## src/rtl/mips_mem_pkg.sv

```systemverilog
// Shared definitions for the instruction-memory side of the single-cycle MIPS datapath:
// loader state encoding, reset PC / base address and memory depth.
package mips_mem_pkg;

  typedef enum logic [2:0] {
    LEN,
    DATA,
    WRITE,
    CSUM,
    DONE,
    ERR
  } loader_state_e;

  localparam logic [31:0] IMEM_BASE_ADDR   = 32'h0040_0000;
  localparam int          IMEM_DEPTH_WORDS = 256;

  // Byte address of instruction word idx; wraps modulo 2^32.
  function automatic logic [31:0] word_addr(input logic [31:0] base, input logic [31:0] idx);
    return base + (idx << 2);
  endfunction

endpackage

```

## src/rtl/word_assembler.sv

```systemverilog
// Big-endian byte-to-word assembler: first byte lands in [31:24], fourth in [7:0].
// word_out/word_valid are combinational so the word is usable at the edge the 4th byte is taken.
module word_assembler (
  input  logic        clock,
  input  logic        clear_n,
  input  logic [7:0]  byte_in,
  input  logic        take,
  output logic [31:0] word_out,
  output logic        word_valid
);

  logic [1:0]  cnt_q;
  logic [23:0] shift_q;

  always_ff @(negedge clock or negedge clear_n) begin
    if (!clear_n) begin
      cnt_q   <= 2'd0;
      shift_q <= 24'd0;
    end else if (take) begin
      cnt_q   <= cnt_q + 2'd1;
      shift_q <= {shift_q[15:0], byte_in};
    end
  end

  assign word_out   = {shift_q, byte_in};
  assign word_valid = take && (cnt_q == 2'd3);

endmodule

```

## src/rtl/imem_loader.sv

```systemverilog
// Boot loader: length word, then N big-endian data words written to instruction memory; holds the
// datapath in clear until complete. Define IMEM_LOADER_CHECKSUM_EN to require a trailing sum word.
module imem_loader
  import mips_mem_pkg::*;
#(
  parameter logic [31:0] BASE_ADDR = IMEM_BASE_ADDR,
  parameter int          DEPTH     = IMEM_DEPTH_WORDS,
  parameter int          CNT_W     = 9
) (
  input  logic             clock,
  input  logic             clear_n,
  input  logic [7:0]       rx_data,
  input  logic             rx_valid,
  output logic             rx_ready,
  output logic             imem_we,
  output logic [31:0]      imem_addr,
  output logic [31:0]      imem_wdata,
  output logic             cpu_clear,
  output logic             done,
  output logic             error,
  output logic [CNT_W-1:0] words_loaded
);

  loader_state_e    state_q;
  logic             rx_ready_q;
  logic             imem_we_q;
  logic [31:0]      addr_q;
  logic [31:0]      wdata_q;
  logic             cpu_clear_q;
  logic             done_q;
  logic             error_q;
  logic [CNT_W-1:0] words_q;
  logic [CNT_W-1:0] len_q;
`ifdef IMEM_LOADER_CHECKSUM_EN
  logic [31:0]      sum_q;
`endif

  logic        take;
  logic [31:0] word;
  logic        word_valid;

  assign take = rx_valid && rx_ready_q;

  word_assembler u_asm (
    .clock      (clock),
    .clear_n    (clear_n),
    .byte_in    (rx_data),
    .take       (take),
    .word_out   (word),
    .word_valid (word_valid)
  );

  // Outputs are registered alongside the state so they change only on the falling edge.
  always_ff @(negedge clock or negedge clear_n) begin
    if (!clear_n) begin
      state_q     <= LEN;
      rx_ready_q  <= 1'b1;
      imem_we_q   <= 1'b0;
      addr_q      <= BASE_ADDR;
      wdata_q     <= 32'd0;
      cpu_clear_q <= 1'b1;
      done_q      <= 1'b0;
      error_q     <= 1'b0;
      words_q     <= '0;
      len_q       <= '0;
`ifdef IMEM_LOADER_CHECKSUM_EN
      sum_q       <= 32'd0;
`endif
    end else begin
      case (state_q)
        LEN: begin
          if (word_valid) begin
            // Full 32-bit compare: a huge N must not alias into range after truncation.
            if (word == 32'd0 || word > 32'(DEPTH)) begin
              state_q    <= ERR;
              rx_ready_q <= 1'b0;
              error_q    <= 1'b1;
            end else begin
              state_q <= DATA;
              len_q   <= word[CNT_W-1:0];
            end
          end
        end
        DATA: begin
          if (word_valid) begin
            wdata_q    <= word;
            addr_q     <= word_addr(BASE_ADDR, 32'(words_q));
            imem_we_q  <= 1'b1;
            rx_ready_q <= 1'b0;
            state_q    <= WRITE;
`ifdef IMEM_LOADER_CHECKSUM_EN
            sum_q      <= sum_q + word;
`endif
          end
        end
        WRITE: begin
          imem_we_q <= 1'b0;
          words_q   <= words_q + CNT_W'(1);
          if (words_q + CNT_W'(1) == len_q) begin
`ifdef IMEM_LOADER_CHECKSUM_EN
            state_q     <= CSUM;
            rx_ready_q  <= 1'b1;
`else
            state_q     <= DONE;
            done_q      <= 1'b1;
            cpu_clear_q <= 1'b0;
`endif
          end else begin
            state_q    <= DATA;
            rx_ready_q <= 1'b1;
          end
        end
`ifdef IMEM_LOADER_CHECKSUM_EN
        CSUM: begin
          if (word_valid) begin
            rx_ready_q <= 1'b0;
            if (word == sum_q) begin
              state_q     <= DONE;
              done_q      <= 1'b1;
              cpu_clear_q <= 1'b0;
            end else begin
              state_q <= ERR;
              error_q <= 1'b1;
            end
          end
        end
`endif
        DONE: begin
          rx_ready_q <= 1'b0;
        end
        ERR: begin
          rx_ready_q  <= 1'b0;
          imem_we_q   <= 1'b0;
          cpu_clear_q <= 1'b1;
        end
        default: begin
          state_q    <= ERR;
          rx_ready_q <= 1'b0;
          imem_we_q  <= 1'b0;
          error_q    <= 1'b1;
        end
      endcase
    end
  end

  assign rx_ready     = rx_ready_q;
  assign imem_we      = imem_we_q;
  assign imem_addr    = addr_q;
  assign imem_wdata   = wdata_q;
  assign cpu_clear    = cpu_clear_q;
  assign done         = done_q;
  assign error        = error_q;
  assign words_loaded = words_q;

endmodule

```

## config.mk

```make
export PLATFORM = sky130hd
export DESIGN_NAME = imem_loader
export DESIGN_NICKNAME = d
export VERILOG_FILES = /design/src/rtl/mips_mem_pkg.sv /design/src/rtl/word_assembler.sv /design/src/rtl/imem_loader.sv
export SDC_FILE = /design/constraint.sdc
export NUM_CORES = 1
export LEC_CHECK = 0
export CORE_ASPECT_RATIO = 0.9
export CORE_MARGIN = 2
export CORE_UTILIZATION = 55
export DETAILED_ROUTE_END_ITERATION = 10
export DONT_BUFFER_PORTS = 1
export PLACE_DENSITY_LB_ADDON = 0.08
export SLEW_MARGIN = 20
export SYNTH_ARGS = -nofsm -noshare
export SYNTH_HDL_FRONTEND = slang
export SYNTH_SLANG_ARGS = --single-unit
```

## constraint.sdc

```tcl
create_clock -name clock -period 5.85 [get_ports clock]
set_input_delay 0.585 -clock clock [delete_from_list [all_inputs] [get_ports clock]]
set_output_delay 0.585 -clock clock [all_outputs]
set_load 0.05 [all_outputs]
```

==> results.md <==
* Library cells used by synthesis at 44
* Ys flop type: dfrtn_1
* Post-DRT Antenna Nets at 0
* Max-cap violations at 0
* Postcts setup bufs at 0
* Layout cells sized above 1 at 31.3%
* Vias in the first global route at 2333
* Post-synthesis cell area at 4190 um2
* Synth Area in Simple Gates at 8.43%
* Design Area, Final at 4360 um2
* Num CTS Buffers at 9
* CP required at 5.27 ns
* Synthesized instance count at 318
* Largest net degree at the start of global routing at 94
* Worst Tran Pin Value at 0.837 ns
* Die Area at 8330 um2
* CTS resizes at 0
* Arrival time worst endpoint at 4.22 ns
* Peak VDD IR at 176 uV
* Setup TNS at 0 ns
* Reg-to-Reg Start: words_loaded[0]
* Leakage power at 2.18 nW
* Mean Syn Cell Area at 13.2 um2
* Drt drc at 0
* Area leader, netlist: dfrtn_1
* CTS tree: yes
* Post-synth EDFFs at 0
* Antenna violations before repair at 0
* Yosys top cell area share at 54.4%
* Synthesis-to-layout area growth at 4.09%
* Largest family of logic cells by synthesized area: multiplexers
* Hold path depth at 1
* Vias/cell at 5.68
* Max Slew Vio Count at 0
* Hold WC Path Type: flip-flop to flip-flop
* Clk slew on worst S/H paths at 0.06 ns
* Max Root-Sink Buffers at 2
* Hold Violations, Final at 0
* Unrepaired setup endpoints after global routing: false
* CTS sink count at 93
* Post-synthesis compound-gate area fraction at 4.51%
* Post-synthesis mux area share at 20.4%
* Synth top area cells: dfrtn_1 (54%), mux2_2 (20%), buf_4 (4.5%)
* I/O pins at 89
* CP max FO at 14
* Die height at 86.8 um
* Nets at 331
* First-pass GRT wire length at 12200 um
* Post-DR wirelength/cell at 18.4 um
* WHS Endpoint: u_asm.cnt_q[0]
* Yosys synthesis warning count at 0
* Core area at 7470 um2
* Final wirelength at 7730 um
* Status: completed
* H-tree levels at 3
* Post-DP Area at 4170 um2
* Cells on worst reg2reg path at 6
* Post-synthesis xor/xnor area fraction at 3.91%
* Hold_buf cts at 0
* Hpwl dp at 5450 um
* #FFs+latches synth at 93
* Antenna Cells at 0
* DRT Pass-1 Iters at 4
* Asr flop ratio synth at 100%
* Element type at the critical path start: flip-flop
* CTS Root Cell: clkbuf_8
* Post-route non-filler standard cell count at 419
* Row cnt at 30
* Number of DRC markers in iteration 0 at 93
* Seq/Total Area, Yosys at 55.6%
* Final setup vio count at 0
* Worst r2r dst: state_q[2]
* Die width at 96.0 um
* Initial Util at 56.1%
* Power density over the cells at 252 nW/um2
* Dpl cells at 402
* Slew margin rel. at 44.2%
* Skew-Pair Late Insertion Delay at 0.39 ns
* Gpl congestion at 0.767
* DR vias at 2378
* Crit end category: primary output
* Skew final at 0.0521 ns
* Total routing usage reported by global routing at 19.9%
* Reg2Reg Setup Slack at 3.14 ns
* Critical path class: flip-flop to primary output
* Hold path startpoint: u_asm.cnt_q[0]
* Synthesized-area fraction occupied by adder cells at 0.598%
* Total grt overflow at 0
* Port-buffer cells at 0
[cells in the mapped netlist (3+ instances only)]
library cell,number
dfrtn_1,91
mux2_2,75
buf_4,25
nand2_1,14
a21oi_1,8
buf_2,8
nor2_1,8
nor4_1,8
xnor2_1,8
xor2_1,8
inv_1,7
nand3_1,5
o31ai_1,5
nand2b_1,4
clkbuf_1,3
nand4_1,3
nor3_1,3
[cells by family after synthesis]
family / count (synthesis)
flops: 93
buf+inv: 43
compound gates: 26
mux: 76
fa+ha+maj: 2
xor+xnor: 17
other cells: 2
simple gates: 59
[per-layer routing]
metal	GRT usage [%]	wire length (um)
met5	0	0
met2	28.6	3400
met4	7.40	127
met1	27.8	3670
met3	6.87	532
[worst reg2reg max path, stage by stage, from the launching register on]
cell     delay [ns]
dfrtn_1        0.86
ha_1           0.37
nand2_1        0.19
a21oi_1        0.22
nor3_1         0.08
or4_1          0.56
a31o_2         0.28
[flip-flops by register name, indices dropped and copies added, names as in the netlist]
signal	flops
rx_ready	1
error	1
imem_we	1
imem_wdata	32
len_q	9
done	1
imem_addr	9
words_loaded	9
state_q	3
cpu_clear	1
u_asm.shift_q	24
u_asm.cnt_q	2
[cell type report]
| type | count | area, um2 |
|---|---|---|
| Fill cell | 627 | 3110 |
| Sequential cell | 93 | 2330 |
| Multi-Input combinational cell | 203 | 1670 |
| Clock buffer | 11 | 151 |
| Tap cell | 96 | 120 |
| Clock inverter | 7 | 40.0 |
| Timing Repair Buffer | 3 | 22.5 |
| Inverter | 6 | 22.5 |
[placed cells by master (no fill, tap or decap), types with 3 or more instances in the layout]
| master | n |
|---|---|
| dfrtn_1 | 91 |
| nand3_1 | 5 |
| mux2_2 | 75 |
| xnor2_1 | 8 |
| a21oi_1 | 8 |
| clkbuf_8 | 11 |
| buf_4 | 3 |
| conb_1 | 23 |
| nor2_1 | 8 |
| nor3_1 | 3 |
| nand4_1 | 3 |
| nor4_1 | 8 |
| o31ai_1 | 5 |
| nand2_1 | 14 |
| inv_1 | 8 |
| xor2_1 | 8 |
| nand2b_1 | 4 |
[through the flow]
step | hold slack (ns) | util [%] | total power, mW | worst slack, ns
2_1_floorplan | 0.405 | - | 0.718 | 0.884
3_3_place_gp | 0.430 | 55.8 | 0.709 | 0.734
5_1_grt | 0.442 | 58.4 | 1.14 | 0.948
6_report | 0.424 | 58.4 | 1.10 | 1.05
4_1_cts | 0.427 | 58.4 | 1.11 | 1.03
3_5_place_dp | 0.434 | 55.8 | 0.709 | 0.730
[power by group]
part | leakage, nW | switching (mW) | internal, mW
clock | 0.103 | 0.224 | 0.179
combinational | 0.812 | 0.0365 | 0.00451
sequential | 1.27 | 0.00422 | 0.649
total | 2.18 | 0.265 | 0.833
[worst max-delay path by stage]
stage	start	end	slack, ns	cells after the start
3_3_place_gp	rx_data[1]	len_q[8]	0.73	5
5_1_grt	rx_data[1]	len_q[1]	0.95	5
2_1_floorplan	rx_data[1]	len_q[0]	0.88	5
4_1_cts	words_loaded[3]	words_loaded[3]	1.03	0
3_5_place_dp	rx_data[5]	len_q[3]	0.73	5
6_report	words_loaded[3]	words_loaded[3]	1.05	0
(Power assumes the default switching activity.)
